File: config.mk
export PLATFORM = sky130hd
export DESIGN_NAME = spawn_sched
export DESIGN_NICKNAME = d
export VERILOG_FILES = /design/src/rtl/spawn_pkg.sv /design/src/rtl/rr_pick.sv /design/src/rtl/spawn_sched.sv
export SDC_FILE = /design/constraint.sdc
export NUM_CORES = 1
export LEC_CHECK = 0
export CELL_PAD_IN_SITES_DETAIL_PLACEMENT = 1
export CELL_PAD_IN_SITES_GLOBAL_PLACEMENT = 1
export CORE_ASPECT_RATIO = 1.4
export CORE_MARGIN = 2
export CORE_UTILIZATION = 30
export CTS_CLUSTER_DIAMETER = 80
export DETAILED_ROUTE_END_ITERATION = 7
export DONT_BUFFER_PORTS = 1
export PLACE_DENSITY = 0.55
export SLEW_MARGIN = 20
export SYNTH_ARGS = -nofsm -noshare
export SYNTH_HDL_FRONTEND = slang
export SYNTH_SLANG_ARGS = --single-unit
File: constraint.sdc
create_clock -name clk -period 14.8 [get_ports clk]
set_input_delay 2.22 -clock clk [delete_from_list [all_inputs] [get_ports clk]]
set_output_delay 2.22 -clock clk [all_outputs]
set_load 0.005 [all_outputs]
File: src/rtl/spawn_pkg.sv
// Shared types and default constants for the spawn scheduler.
package spawn_pkg;

    typedef enum logic [1:0] {
        ST_IDLE     = 2'd0,
        ST_GRANT    = 2'd1,
        ST_COOLDOWN = 2'd2
    } state_t;

    localparam int MOD_DEF   = 479;
    localparam int NUM_W_DEF = 11;
    localparam int GAP_DEF   = 16;

endpackage

File: src/rtl/rr_pick.sv
// Round-robin picker: first set request at or after ptr, wrapping at NREQ.
module rr_pick #(
    parameter int NREQ = 4,
    parameter int PW   = 2
) (
    input  logic [NREQ-1:0] req,
    input  logic [PW-1:0]   ptr,
    output logic            any,
    output logic [PW-1:0]   winner
);

    // Scan ptr..NREQ-1 first, then 0..ptr-1, so the first hit is the RR winner.
    always_comb begin
        any    = 1'b0;
        winner = '0;
        for (int unsigned i = 0; i < NREQ; i++) begin
            if (!any && req[i] && (PW'(i) >= ptr)) begin
                any    = 1'b1;
                winner = PW'(i);
            end
        end
        for (int unsigned i = 0; i < NREQ; i++) begin
            if (!any && req[i] && (PW'(i) < ptr)) begin
                any    = 1'b1;
                winner = PW'(i);
            end
        end
    end

endmodule

File: src/rtl/spawn_sched.sv
// Round-robin spawn scheduler: grants one spawner at a time, issues a
// de-duplicated random value with the grant, then enforces a cooldown.
module spawn_sched
    import spawn_pkg::*;
#(
    parameter int NREQ    = 4,
    parameter int NUM_W   = NUM_W_DEF,
    parameter int MOD     = MOD_DEF,
    parameter int GAP_MIN = GAP_DEF
) (
    input  logic             clk,
    input  logic             rst,
    input  logic             run,
    input  logic [NUM_W-1:0] num,
    input  logic [NREQ-1:0]  req,
    output logic [NREQ-1:0]  gnt,
    output logic [NUM_W-1:0] val,
    output logic             val_vld,
    output logic             busy
);

    localparam int PW = (NREQ > 1) ? $clog2(NREQ) : 1;
    localparam int CW = 10;
    localparam logic [CW-1:0]    CNT_INIT = (GAP_MIN > 0) ? CW'(GAP_MIN - 1) : '0;
    localparam logic [NUM_W-1:0] MODV     = NUM_W'(MOD);

    state_t           r_state;
    logic [PW-1:0]    r_ptr;
    logic [CW-1:0]    r_cnt;
    logic [NREQ-1:0]  r_gnt;
    logic [NUM_W-1:0] r_val;
    logic             r_vld;
    logic             r_busy;

    logic             w_any;
    logic [PW-1:0]    w_win;
    logic [PW-1:0]    w_ptr_nxt;
    logic [NREQ-1:0]  w_onehot;
    logic [NUM_W-1:0] w_fold;
    logic [NUM_W-1:0] w_inc;
    logic [NUM_W-1:0] w_wrap;
    logic [NUM_W-1:0] w_issue;

    rr_pick #(
        .NREQ (NREQ),
        .PW   (PW)
    ) u_pick (
        .req    (req),
        .ptr    (r_ptr),
        .any    (w_any),
        .winner (w_win)
    );

    // Value path and next-pointer; r_val doubles as last_val since val
    // always holds the most recently issued value.
    always_comb begin
        w_fold    = (num < MODV) ? num : num - MODV;
        w_inc     = w_fold + NUM_W'(1);
        w_wrap    = NUM_W'(32'(w_inc) % MOD);
        w_issue   = (w_fold == r_val) ? w_wrap : w_fold;
        w_onehot  = NREQ'(1) << w_win;
        w_ptr_nxt = (w_win == PW'(NREQ - 1)) ? '0 : w_win + PW'(1);
    end

    // Scheduler FSM with registered grant, value, valid and busy outputs.
    always_ff @(posedge clk) begin
        if (rst) begin
            r_state <= ST_IDLE;
            r_ptr   <= '0;
            r_cnt   <= '0;
            r_gnt   <= '0;
            r_val   <= '0;
            r_vld   <= 1'b0;
            r_busy  <= 1'b0;
        end else begin
            case (r_state)
                ST_IDLE: begin
                    r_gnt <= '0;
                    r_vld <= 1'b0;
                    if (run && w_any) begin
                        r_gnt   <= w_onehot;
                        r_val   <= w_issue;
                        r_vld   <= 1'b1;
                        r_ptr   <= w_ptr_nxt;
                        r_busy  <= 1'b1;
                        r_state <= ST_GRANT;
                    end
                end
                ST_GRANT: begin
                    r_gnt <= '0;
                    r_vld <= 1'b0;
                    if (GAP_MIN == 0) begin
                        r_state <= ST_IDLE;
                        r_busy  <= 1'b0;
                    end else begin
                        r_state <= ST_COOLDOWN;
                        r_cnt   <= CNT_INIT;
                    end
                end
                ST_COOLDOWN: begin
                    if (run) begin
                        if (r_cnt == '0) begin
                            r_state <= ST_IDLE;
                            r_busy  <= 1'b0;
                        end else begin
                            r_cnt <= r_cnt - CW'(1);
                        end
                    end
                end
                default: begin
                    r_state <= ST_IDLE;
                    r_gnt   <= '0;
                    r_vld   <= 1'b0;
                    r_busy  <= 1'b0;
                end
            endcase
        end
    end

    assign gnt     = r_gnt;
    assign val     = r_val;
    assign val_vld = r_vld;
    assign busy    = r_busy;

endmodule

==> metrics.md <==
| Metric | Value |
|---|---|
| Die area | `around 11,000 um^2` |
| EDFF count, synth | `0` |
| First-pass GRT wire length | `between 15,000 and 20,000 um` |
| CP Class | `in -> reg` |
| Slew Viols, Final | `0` |
| Area Overhead vs Synth | `7.75%` |
| Synth Register Bits | `31` |
| DP Wirelength | `around 7900 um` |
| CTS HTree Levels | `2` |
| Synth Instances | `a little over 400` |
| Syn Nets | `433` |
| Clock Root Buffer | `clkbuf_16` |
| Vias/cell | `5.80` |
| Cell Area, Synth | `slightly above 3000 um^2` |
| Maximum vdd drop | `0.0386 mV` |
| Num rows | `43` |
| Min Tclk post-route | `roughly 8000 ps` |
| Worst-Skew Late Latency | `~280 ps` |
| RePlAce Congestion | `0.770` |
| Ant diodes | `0` |
| Max_cap viols | `0` |
| Max Clock Freq | `126 MHz` |
| Synth unique cells | `84` |
| Final WL | `9750 um` |
| Status | `finished, final reports clean` |
| Initial Util | `a little under a third` |
| CTS max path bufs | `2` |
| Worst slew pin tran | `between 800 and 900 ps` |
| RSZ-0062 raised after global routing | `no` |
| DR WL/cell | `approximately 18 um` |
| DRT antenna net count | `0` |
| Syn avg cell area | `about 7.7 um^2` |
| Relative slew slack | `39.8%` |
| Clock slew at reported path FFs | `about 50 ps` |
| Drt pass-1 iters | `4` |
| Vias in the first global route | `between 3,000 and 4,000` |
| Initial DRC Count | `65` |
| Grt ovf | `0` |
| # DRC | `0` |
| Fillers | `1,260` |
| CP required | `roughly 15,000 ps` |
| TritonCTS clock tree | `yes` |
| Critical path peak fanout | `16` |
| Worst Path Arrival | `approximately 8200 ps` |
| Hold Buf Count CTS | `0` |
| Die height | `roughly 120 um` |
| I/O pin total | `35` |
| Static Leak | `about 1.2 nW` |
| Async set-or-reset flop fraction in the synthesized netlist | `0%` |
| GR Util All Layers | `between 10% and 20%` |
| Cell Pwr Density | `roughly 100 nW/um^2` |
| Post-CTS Resized | `0` |
| Core ar. | `roughly 10,000 um^2` |
| Port Buf Inserts | `0` |
| Yosys warning count | `0` |
| Worst Hold Class | `reg -> reg` |
| Post-route setup TNS | `0 ps` |
| Die X | `~90 um` |
| Sequential fraction of the synthesis area | `about a fifth` |
| Via count | `3,067` |
| Final net count | `~420` |
| Worst Setup End Kind | `flop` |
| # setup viols final | `0` |
| Ratio of cells with drive above 1 in the final layout | `8.63%` |
| Hold Vio Cnt, Final | `0` |
| Min Hold Slack | `just under 500 ps` |
| Initial antenna violation count | `0` |
| Final worst path period share | `between 50% and 60%` |
| CTS buffer count | `5` |
| Worst clock skew | `between 3 and 4 ps` |
| Postcts setup bufs | `0` |
| Sink Count | `31` |
| Largest net degree at the start of global routing | `29` |
| CP startpoint kind | `input pin` |
| Most used DFF post-synth | `dfxtp_1` |
-- synthesized netlist by cell type, types with 4 or more instances --
cell / count / share of area (%)
a211oi_1: 4 / 0.97
a21oi_1: 23 / 3.7
a22oi_1: 7 / 1.7
a31oi_1: 13 / 2.6
and3_1: 7 / 1.4
buf_2: 4 / 0.65
buf_6: 4 / 1.5
clkbuf_1: 10 / 1.2
dfxtp_1: 31 / 20
ha_1: 10 / 4.0
inv_1: 16 / 1.9
mux2i_1: 4 / 1.3
nand2_1: 33 / 4.0
nand2b_1: 4 / 0.81
nand3_1: 13 / 2.1
nand4_1: 6 / 1.2
nor2_1: 45 / 5.4
nor2b_1: 5 / 1.0
nor3_1: 8 / 1.3
nor4_1: 5 / 1.0
o21a_1: 6 / 1.5
o21ai_0: 18 / 2.9
o21ai_1: 4 / 0.65
o31ai_1: 4 / 0.97
or3_1: 6 / 1.2
or4_1: 6 / 1.5
xnor2_1: 21 / 5.9
xor2_1: 10 / 2.8
-- per-layer routing --
layer,vias up,track usage [%],routed length [um]
met5,-,0,0
met4,0,5.52,167
met3,10,2.42,282
met2,53,35.2,5530
met1,1503,17.9,3770
li1,1501,-,-
-- sequential cells by signal, summed over array words and instances, names as in the netlist --
signal,flops
r_ptr,2
busy,1
val,11
r_cnt,10
r_state,2
gnt,4
val_vld,1
-- kinds of logic after synthesis --
logic type      after synthesis  share of synthesized area, %
compound gates              130                          32.3
flops                        31                          20.0
buf+inv                      37                          5.73
simple gates                161                          27.5
fa+ha+maj                    10                          4.04
mux                           5                          1.65
xor+xnor                     31                          8.76
-- cells in the final DEF (no fill, tap or decap), types with 3 or more instances in the layout --
cell,instances
o21ai_1,4
nand2b_1,4
xnor2_1,21
a21oi_1,23
a31o_1,3
xor2_1,10
a31oi_1,13
nor2b_1,5
or3_1,6
o31ai_1,4
nor2_1,45
nand3b_1,3
dfxtp_1,31
o21ai_0,18
a22oi_1,7
ha_1,10
clkbuf_16,5
nor4_1,5
nand3_1,13
a211oi_1,4
mux2i_1,4
inv_1,16
or2_2,3
o22ai_1,3
o211ai_1,3
nand2_1,33
nand4_1,6
o311ai_1,3
nor3_1,8
and3_1,7
o21a_1,6
a21o_1,3
or4_1,6
-- worst max-delay path: stages --
cell and delay [ps]:
nor2_1 380, o311ai_2 290, xor2_1 590, ha_1 680
xnor2_1 290, ha_1 390, a31o_2 290, a311oi_2 500
or2_1 380, xnor2_1 190, ha_1 280, nand2_1 70
and4b_1 240, o31a_1 170, nand3_1 140, o21a_2 330
or4_1 550, a31oi_1 170
-- through the flow --
step | std cells | instance area (um^2) | setup slack [ps] | total power [mW] | util (%)
6_report | 529 | 3340 | 6840 | 0.340 | 33.4
5_1_grt | 529 | 3340 | 6310 | 0.361 | 33.4
4_1_cts | 529 | 3340 | 6830 | 0.345 | 33.4
3_5_place_dp | 521 | 3170 | 6560 | 0.222 | 31.6
3_3_place_gp | 521 | 3170 | 6770 | 0.219 | 31.6
2_1_floorplan | 405 | 3100 | 7740 | 0.196 | -
-- path summary, 6_finish.rpt --
kind / start / endpoint / slack [ps] / depth (start not counted)
worst max-delay path: num[9] / val[4]$_SDFFE_PP0P_ / 6840 / 18
worst min register to register: r_cnt[4]$_SDFFE_PP0P_ / r_cnt[4]$_SDFFE_PP0P_ / 490 / 2
worst max register to register: val[3]$_SDFFE_PP0P_ / val[4]$_SDFFE_PP0P_ / 11830 / 8
worst min-delay path: r_cnt[4]$_SDFFE_PP0P_ / r_cnt[4]$_SDFFE_PP0P_ / 490 / 2
-- cell type report --
cell class	instances	area (um^2)	area share, %
Inverter	16	60.1	1.80
Timing Repair Buffer	2	15.0	0.449
Clock buffer	6	139	4.16
Tap cell	135	169	5.06
Multi-Input combinational cell	337	2300	68.9
Sequential cell	31	621	18.6
Clock inverter	2	35.0	1.05
-- power breakdown --
group	switching, mW	internal, mW
clock	0.0372	0.0836
combinational	0.0736	0.0452
sequential	0.00871	0.0919
total	0.120	0.221
No activity file was read; power rests on OpenSTA's default activity.
